--- src/rtl/rv32i_pkg.sv ---
// Shared constants and types for the RV32I fetch stage.
package rv32i_pkg;

  localparam logic [31:0] NOP_IW     = 32'h0000_0013;
  localparam logic [6:0]  OPC_SYSTEM = 7'b1110011;

  typedef enum logic [0:0] {
    RUN  = 1'b0,
    HALT = 1'b1
  } fetch_state_t;

  typedef struct packed {
    logic [31:0] pc;
    logic [31:0] iw;
  } fetch_entry_t;

  // True for ECALL/EBREAK and the rest of the SYSTEM major opcode
  function automatic logic is_system(input logic [31:0] iw);
    return (iw[6:0] == OPC_SYSTEM);
  endfunction

endpackage

--- src/rtl/rv32i_fetch_chk.sv ---
// Safety checks for the fetch stage; credit accounting must make a push into a full FIFO impossible.
module rv32i_fetch_chk (
  input logic clk,
  input logic reset,
  input logic fifo_push,
  input logic fifo_full
);

  a_no_push_when_full: assert property (@(posedge clk) disable iff (reset) !(fifo_push && fifo_full));

endmodule

--- src/rtl/rv32i_fetch_fifo.sv ---
// Circular-buffer FIFO of fetched {pc, iw} pairs; flush empties it in one cycle.
module rv32i_fetch_fifo
  import rv32i_pkg::*;
#(
  parameter int DEPTH = 2
) (
  input  logic                         clk,
  input  logic                         reset,
  input  logic                         push,
  input  fetch_entry_t                 push_data,
  input  logic                         pop,
  input  logic                         flush,
  output fetch_entry_t                 head,
  output logic [$clog2(DEPTH+1)-1:0]   count,
  output logic                         empty,
  output logic                         full
);

  localparam int AW = (DEPTH > 1) ? $clog2(DEPTH) : 1;
  localparam int CW = $clog2(DEPTH + 1);

  fetch_entry_t  mem_r [DEPTH];
  logic [AW-1:0] rd_ptr_r;
  logic [AW-1:0] wr_ptr_r;
  logic [CW-1:0] count_r;

  function automatic logic [AW-1:0] ptr_inc(input logic [AW-1:0] p);
    if (p == AW'(DEPTH - 1)) begin
      return {AW{1'b0}};
    end else begin
      return p + AW'(1'b1);
    end
  endfunction

  // Pointers and occupancy; flush has priority over push and pop
  always_ff @(posedge clk) begin
    if (reset || flush) begin
      rd_ptr_r <= {AW{1'b0}};
      wr_ptr_r <= {AW{1'b0}};
      count_r  <= {CW{1'b0}};
    end else begin
      if (push) begin
        wr_ptr_r <= ptr_inc(wr_ptr_r);
      end else begin
        wr_ptr_r <= wr_ptr_r;
      end
      if (pop) begin
        rd_ptr_r <= ptr_inc(rd_ptr_r);
      end else begin
        rd_ptr_r <= rd_ptr_r;
      end
      count_r <= count_r + CW'(push) - CW'(pop);
    end
  end

  // Entry storage
  always_ff @(posedge clk) begin
    if (reset) begin
      for (int i = 0; i < DEPTH; i++) begin
        mem_r[i] <= {$bits(fetch_entry_t){1'b0}};
      end
    end else if (push && !flush) begin
      mem_r[wr_ptr_r] <= push_data;
    end else begin
      mem_r[wr_ptr_r] <= mem_r[wr_ptr_r];
    end
  end

  assign head  = mem_r[rd_ptr_r];
  assign count = count_r;
  assign empty = (count_r == {CW{1'b0}});
  assign full  = (count_r == CW'(DEPTH));

endmodule

--- src/rtl/rv32i_fetch_stage.sv ---
// RV32I instruction-fetch stage: credit-limited in-order imem reads, redirect
// squash of in-flight words, and a sticky halt on SYSTEM instructions.
module rv32i_fetch_stage
  import rv32i_pkg::*;
#(
  parameter logic [31:0] RESET_PC = 32'h0000_0000,
  parameter int          DEPTH    = 2
) (
  input  logic        clk,
  input  logic        reset,
  input  logic        jump_en_in,
  input  logic [31:0] jump_addr_in,
  input  logic        stall_in,
  output logic        imem_rd,
  output logic [31:0] imem_addr,
  input  logic        imem_valid,
  input  logic [31:0] imem_data,
  output logic [31:0] pc_out,
  output logic [31:0] iw_out,
  output logic        jump_en_out,
  output logic        halt_out
);

  localparam int CW = $clog2(DEPTH + 1);

  fetch_state_t  state_r;
  fetch_state_t  state_next_s;
  logic [31:0]   fetch_pc_r;
  logic [31:0]   resp_pc_r;
  logic [31:0]   target_pc_s;
  logic [CW-1:0] outstanding_r;
  logic [CW-1:0] drop_r;
  logic [CW-1:0] fifo_count_s;
  logic [CW:0]   in_flight_s;
  logic [31:0]   pc_r;
  logic [31:0]   iw_r;
  logic          jump_en_r;
  logic          halt_r;
  logic          running_s;
  logic          redirect_s;
  logic          issue_s;
  logic          resp_keep_s;
  logic          deliver_s;
  logic          bypass_s;
  logic          out_valid_s;
  logic          fifo_push_s;
  logic          fifo_pop_s;
  logic          fifo_flush_s;
  logic          fifo_empty_s;
  logic          fifo_full_s;
  fetch_entry_t  resp_entry_s;
  fetch_entry_t  fifo_head_s;
  fetch_entry_t  out_entry_s;
  logic [1:0]    unused_addr_lsb_s;

  assign target_pc_s       = {jump_addr_in[31:2], 2'b00};
  assign unused_addr_lsb_s = jump_addr_in[1:0];
  assign resp_entry_s      = {resp_pc_r, imem_data};
  // Stale words still in flight count against credit until they come back
  assign in_flight_s       = {1'b0, outstanding_r} + {1'b0, fifo_count_s};

  // Issue gating, response routing and selection of the word handed to decode
  always_comb begin
    running_s    = (state_r == RUN);
    redirect_s   = running_s && jump_en_in;
    issue_s      = running_s && !reset && !jump_en_in && (in_flight_s < (CW+1)'(DEPTH));
    resp_keep_s  = running_s && !jump_en_in && imem_valid && (drop_r == {CW{1'b0}});
    deliver_s    = running_s && !jump_en_in && !stall_in;
    bypass_s     = deliver_s && fifo_empty_s && resp_keep_s;
    fifo_push_s  = resp_keep_s && !bypass_s;
    fifo_pop_s   = deliver_s && !fifo_empty_s;
    fifo_flush_s = redirect_s || !running_s;
    out_valid_s  = fifo_pop_s || bypass_s;
    if (fifo_pop_s) begin
      out_entry_s = fifo_head_s;
    end else begin
      out_entry_s = resp_entry_s;
    end
  end

  // Next state: halt once a SYSTEM instruction reaches decode; only reset leaves HALT
  always_comb begin
    state_next_s = state_r;
    case (state_r)
      RUN: begin
        if (out_valid_s && is_system(out_entry_s.iw)) begin
          state_next_s = HALT;
        end else begin
          state_next_s = RUN;
        end
      end
      HALT:    state_next_s = HALT;
      default: state_next_s = RUN;
    endcase
  end

  // State register
  always_ff @(posedge clk) begin
    if (reset) begin
      state_r <= RUN;
    end else begin
      state_r <= state_next_s;
    end
  end

  // Fetch and response PCs plus the outstanding/drop counters
  always_ff @(posedge clk) begin
    if (reset) begin
      fetch_pc_r    <= RESET_PC;
      resp_pc_r     <= RESET_PC;
      outstanding_r <= {CW{1'b0}};
      drop_r        <= {CW{1'b0}};
    end else begin
      outstanding_r <= outstanding_r + CW'(issue_s) - CW'(imem_valid);
      if (redirect_s) begin
        fetch_pc_r <= target_pc_s;
        resp_pc_r  <= target_pc_s;
        drop_r     <= outstanding_r - CW'(imem_valid);
      end else begin
        fetch_pc_r <= issue_s ? (fetch_pc_r + 32'd4) : fetch_pc_r;
        resp_pc_r  <= resp_keep_s ? (resp_pc_r + 32'd4) : resp_pc_r;
        if (imem_valid && (drop_r != {CW{1'b0}})) begin
          drop_r <= drop_r - CW'(1'b1);
        end else begin
          drop_r <= drop_r;
        end
      end
    end
  end

  // Decode-facing output registers
  always_ff @(posedge clk) begin
    if (reset) begin
      pc_r      <= 32'h0000_0000;
      iw_r      <= NOP_IW;
      jump_en_r <= 1'b0;
      halt_r    <= 1'b0;
    end else begin
      jump_en_r <= redirect_s;
      halt_r    <= (state_next_s == HALT);
      if (!running_s || redirect_s) begin
        iw_r <= NOP_IW;
      end else if (stall_in) begin
        iw_r <= iw_r;
      end else if (out_valid_s) begin
        pc_r <= out_entry_s.pc;
        iw_r <= out_entry_s.iw;
      end else begin
        iw_r <= NOP_IW;
      end
    end
  end

  rv32i_fetch_fifo #(
    .DEPTH (DEPTH)
  ) u_fifo (
    .clk       (clk),
    .reset     (reset),
    .push      (fifo_push_s),
    .push_data (resp_entry_s),
    .pop       (fifo_pop_s),
    .flush     (fifo_flush_s),
    .head      (fifo_head_s),
    .count     (fifo_count_s),
    .empty     (fifo_empty_s),
    .full      (fifo_full_s)
  );

  rv32i_fetch_chk u_chk (
    .clk       (clk),
    .reset     (reset),
    .fifo_push (fifo_push_s),
    .fifo_full (fifo_full_s)
  );

  assign imem_rd     = issue_s;
  assign imem_addr   = fetch_pc_r;
  assign pc_out      = pc_r;
  assign iw_out      = iw_r;
  assign jump_en_out = jump_en_r;
  assign halt_out    = halt_r;

endmodule

--- config.mk ---
export PLATFORM = sky130hd
export DESIGN_NAME = rv32i_fetch_stage
export DESIGN_NICKNAME = d
export VERILOG_FILES = /design/src/rtl/rv32i_pkg.sv /design/src/rtl/rv32i_fetch_chk.sv /design/src/rtl/rv32i_fetch_fifo.sv /design/src/rtl/rv32i_fetch_stage.sv
export SDC_FILE = /design/constraint.sdc
export NUM_CORES = 1
export LEC_CHECK = 0
export CORE_ASPECT_RATIO = 0.7
export CORE_MARGIN = 5
export CORE_UTILIZATION = 47
export CTS_CLUSTER_SIZE = 12
export DETAILED_ROUTE_END_ITERATION = 7
export MAX_ROUTING_LAYER = met4
export PLACE_DENSITY = 0.78
export SYNTH_ARGS = -nofsm -noshare
export SYNTH_HDL_FRONTEND = slang
export SYNTH_HIERARCHICAL = 1
export SYNTH_SLANG_ARGS = --single-unit
--- constraint.sdc ---
create_clock -name clk -period 4 [get_ports clk]
set_input_delay 0.4 -clock clk [delete_from_list [all_inputs] [get_ports clk]]
set_output_delay 0.4 -clock clk [all_outputs]
set_load 0.01 [all_outputs]
# --- After elaboration in Yosys (flattened, before gate mapping) ---
# Memory sizes are Yosys's and may differ from the RTL's. A register that Yosys moved wholly into a read port is not among the register bits.
# Cells that the tools add are included.
totals:
  ff_bits: 138
  ram_bits: 128
  in_bits: 69
  out_inout_bits: 99
  word_cells: 93
  n_memories: 1
mem_list:
  columns: ["memory", "words", "word_bits", "read_ports", "rd_ports_with_merged_regs", "write_ports", "line_no", "rtl"]
  rows:
  - ["u_fifo.mem_r", 2, 64, 1, 1, 2, "rv32i_fetch_fifo.sv:22", "fetch_entry_t mem_r [DEPTH];"]
classes:
  add_sub_neg: 11
  order_cmp: 1
  n_eq_ne: 2
  n_mux: 26
  bitwise: 4
  n_reduce_logical: 35
op_table:
  columns: ["cell", "n"]
  rows:
  - ["$mux 64", 3]
  - ["$mux 32", 5]
  - ["$add 32x3->32 const B", 2]
  - ["$reduce_or 64->1", 1]
  - ["$logic_and 1x1->1", 15]
  - ["$mux 1", 15]
  - ["$reduce_bool 2->1", 4]
  - ["$eq 7x7->1 const B", 1]
  - ["$logic_not 1->1", 6]
  - ["$sub 2x1->2", 3]
  - ["$add 2x1->2", 2]
  - ["$logic_not 2->1", 2]
  - ["$mux 2", 2]
  - ["$reduce_or 2->1", 2]
  - ["$add 2x2->3", 1]
  - ["$logic_or 1x1->1", 3]
  - ["$lt 3x2->1 const B", 1]
  - ["$not 1->1", 3]
  - ["$reduce_and 3->1", 1]
  - ["$add 1x1->1 const B", 2]
  - ["$pmux 1 s2", 1]
  - ["$reduce_and 2->1", 1]
  - ["$sub 2x1->2 const B", 1]
  - ["$ne 0x0->1", 1]
  - ["$or 1x1->1", 1]

# --- Logic depth before layout (Yosys ltp) ---
depth:
  depth_word: 15
  mapped_depth: 10
  depth_no_buf: 8

# --- Modules after synthesis ---
# Netlist, hierarchy kept.
modules_own_cells:
  columns: ["module", "n_inst", "cells_each", "area_per_inst_um2", "seq_area_each_um2"]
  rows:
  - ["rv32i_fetch_stage", 1, 828, 6382.4, 2602.5]
  - ["rv32i_fetch_fifo", 1, 380, 5886.9, 3943.8]

# --- Least setup slack after synthesis ---
# OpenSTA, ideal clock, no wires.
synth_timing:
  path_type: "register to register"
  startpoint: "register drop_r[0]"
  endpoint: "memory u_fifo/mem_r[0][0] (netlist bit) (enable)"
  setup_time_ns: 0.421
  arrival_ns: 2.804
  t_required_ns: 3.579
  setup_slack_ns: 0.775
  stages_incl_launch_ff: 9
  n_path_buf: 2
  period_less_slack_ns: 3.225
  cell_sequence: "dfxtp_1 inv_1 ha_1 nand4bb_1 clkbuf_1 nor2_1 nor2b_1 clkbuf_1 a21o_1"
synth_rtl:
  columns: ["element", "line_no", "rtl"]
  rows:
  - ["start: declaration", "rv32i_fetch_stage.sv:32", "logic [CW-1:0] drop_r;"]
  - ["start signal: assignment", "rv32i_fetch_stage.sv:112", "drop_r <= {CW{1'b0}};"]
  - ["start signal: assignment", "rv32i_fetch_stage.sv:118", "drop_r <= outstanding_r - CW'(imem_valid);"]
  - ["start signal: assignment", "rv32i_fetch_stage.sv:123", "drop_r <= drop_r - CW'(1'b1);"]
  - ["end: declaration", "rv32i_fetch_fifo.sv:22", null]

# --- Final worst setup path ---
layout_timing:
  startpoint: "register u_fifo.count_r[0] (netlist: u_fifo/count[0])"
  endpoint: "output port imem_rd"
layout_between:
  elab_chain_cells: 3
layout_lines:
  columns: ["element", "line_no", "rtl"]
  rows:
  - ["start: declaration", "rv32i_fetch_fifo.sv:25", "logic [CW-1:0] count_r;"]
  - ["start signal: assignment", "rv32i_fetch_fifo.sv:40", "count_r <= {CW{1'b0}};"]
  - ["start signal: assignment", "rv32i_fetch_fifo.sv:52", "count_r <= count_r + CW'(push) - CW'(pop);"]
  - ["$add 2x2->3", "rv32i_fetch_stage.sv:60", "assign in_flight_s = {1'b0, outstanding_r} + {1'b0, fifo_count_s};"]
  - ["$lt 3x2->1", "rv32i_fetch_stage.sv:66", "issue_s = running_s && !reset && !jump_en_in && (in_flight_s < (CW+1)'(DEPTH));"]
  - ["$logic_and 1x1->1", "rv32i_fetch_stage.sv:66", null]
  - ["end: declaration", "rv32i_fetch_stage.sv:14", "output logic imem_rd,"]
# Every way passes these cells.

==> run_results.csv <==
group,metric,value,unit
final_layout,layout_common_cells,"162 x clkdlybuf4s50_1, 135 x and3_1, 134 x dfxtp_1, 128 x edfxtp_1, 102 x nand2_1",
final_layout,antenna_cells,0,
grt,grt_pass1_vias,9548,
routing,met2_length,15600,um
timing,maxSlewViolCount,0,
timing,maxSlewHeadroom,35.0,%
timing,period_needed,3.01,ns
outcome,status,"complete, no violations",
routing,route.met3.wl,2480,um
clock_network,numCtsBuffers,27,
pwr,p_leak,5.82,nW
final_layout,drive_gt1_share,11.0,%
clock_network,cts_tree,"yes",
routing,dr.pass1.iters,6,
clock_network,clock_sinks,263,
setup_path,cp-start-kind,"flop",
grt,grt_usage,22.5,%
placement,dpl.hpwl,21600,um
timing,fin_crit_sh,75.3,%
routing,finalWirelength,33600,um
clock_network,cts_setup_buffers,0,
placement,io_buffers,163,
floorplanning,fp.dieW,203,um
timing,worst_pin_slew,0.968,ns
timing,fmax,332,MHz
clock_network,root_buffer,"clkbuf_16",
routing,viasPerCell,5.85,
setup_path,critical_path_class,"reg -> out",
grt,grt_max_degree,70,
clock_network,clock_tree.buffer_depth,3,
setup_path,critical_path.max_fanout,8,
pwr,powerDensity,411,mW/mm2
clock_network,clk_latency,0.54,ns
final_layout,area_growth,21.4,%
flow_run,cap_viol_max_count,0,
pwr,vdd_drop_max,0.000301,V
setup_path,cp.arrival,2.61,ns
setup_path,end_kind,"output pin",
floorplanning,num_rows,49,
timing,finalSetupViolations,0,
grt,grt_antenna_before_repair,0,
clock_network,cts_resized,0,
floorplanning,fp.dieH,145,um
logic_synthesis,syn_inst,1207,
routing,highest_layer,"met4",
routing,drc,0,
grt,grt_pass1_wl,52700,um
timing,hold_ws,0.286,ns
routing,num_vias,9887,
floorplanning,ioPinCount,168,
timing,rsz0062_at_grt,"no",
clock_network,htreeDepth,1,
setup_path,worstPathRequired,3.60,ns
placement,gp_congestion,0.946,
timing,timing.final.hold_violations,0,
routing,drt_iter0_markers,877,
final_layout,multi_input_area,0.00518,mm2
final_layout,seq_area,0.00655,mm2
clock_network,cts.clk_slew.worst_paths,0.06,ns
logic_synthesis,syn_avg_cell_area,10.2,um2
routing,antenna_left,0,
timing,setup_tns,0,ns
floorplanning,die-area,0.0295,mm2
floorplanning,core,0.0257,mm2
routing,wl_per_cell,19.9,um
clock_network,hold_buffers,0,
logic_synthesis,synth.cell_area,0.0123,mm2
min_path,hold_class,"in -> reg",
timing,final.setup_skew,0.0261,ns
routing,wl_met1,14600,um
floorplanning,start_util,47.7,%
final_layout,fillers,2137,
grt,grt-ovfl-total,0,
logic_synthesis,yosys_warnings,6,
final_layout,nNetsFinal,1415,
final_layout,layout_commonest_cell,"clkdlybuf4s50_1",
[critical path, cell delays in order, from the launching register on]
cell,delay [ns]
dfxtp_1,0.33
and2_1,0.17
fa_1,0.50
nor2_1,0.17
nand2_1,0.24
inv_2,0.12
clkdlybuf4s50_1,0.54
[metal layers]
layer  vias to the layer above  global-route usage (%)
met2                       379                    35.2
met4                         0                    5.86
met3                        65                    4.42
met1                      4770                    30.2
met5                         -                       -
li1                       4673                       -
[through the flow]
step                power, W  setup WS (ns)  util (%)  instances  cell area (um2)
floorplan            0.00349          0.775         -       1212            12300
global placement     0.00380           1.21      54.8       1640            14100
detailed placement   0.00382           1.19      54.8       1640            14100
CTS                  0.00616          0.997      58.0       1689            14900
global route         0.00636          0.884      58.0       1689            14900
finish               0.00612          0.989      58.0       1689            14900
[sequential cells by signal, indices dropped and copies added, names as in the netlist, named ones only]
| signal | count |
|---|---|
| jump_en_out | 1 |
| iw_out | 32 |
| pc_out | 32 |
| drop_r | 2 |
| u_fifo/wr_ptr_r | 1 |
| halt_out | 1 |
| outstanding_r | 2 |
| imem_addr | 30 |
| u_fifo/mem_r | 128 |
| resp_pc_r | 30 |
| u_fifo/rd_ptr_r | 1 |
| u_fifo/count | 2 |
[final cells by class]
type / count / share of cell area [%]
Clock buffer: 46 / 5.35
Clock inverter: 3 / 0.126
Inverter: 18 / 0.454
Multi-Input combinational cell: 837 / 34.8
Sequential cell: 263 / 44.0
Tap cell: 331 / 2.78
Timing Repair Buffer: 191 / 12.5
[power breakdown]
part           switching [W]  internal [W]  total (W)  leakage, nW
sequential          0.000121       0.00296    0.00308         2.43
combinational       0.000378      0.000314   0.000692         2.99
clock                0.00100       0.00135    0.00235        0.398
[final timing paths]
check,start,end,slack [ns],cells past startpoint
worst max register to register,u_fifo/count[0],imem_addr[15],1.37,9
worst min register to register,iw_out[31],iw_out[31],0.49,2
worst min-delay path,reset,iw_out[4],0.29,4
worst max-delay path,u_fifo/count[0],imem_rd,0.99,6
Power figures use the tool's default switching activity.
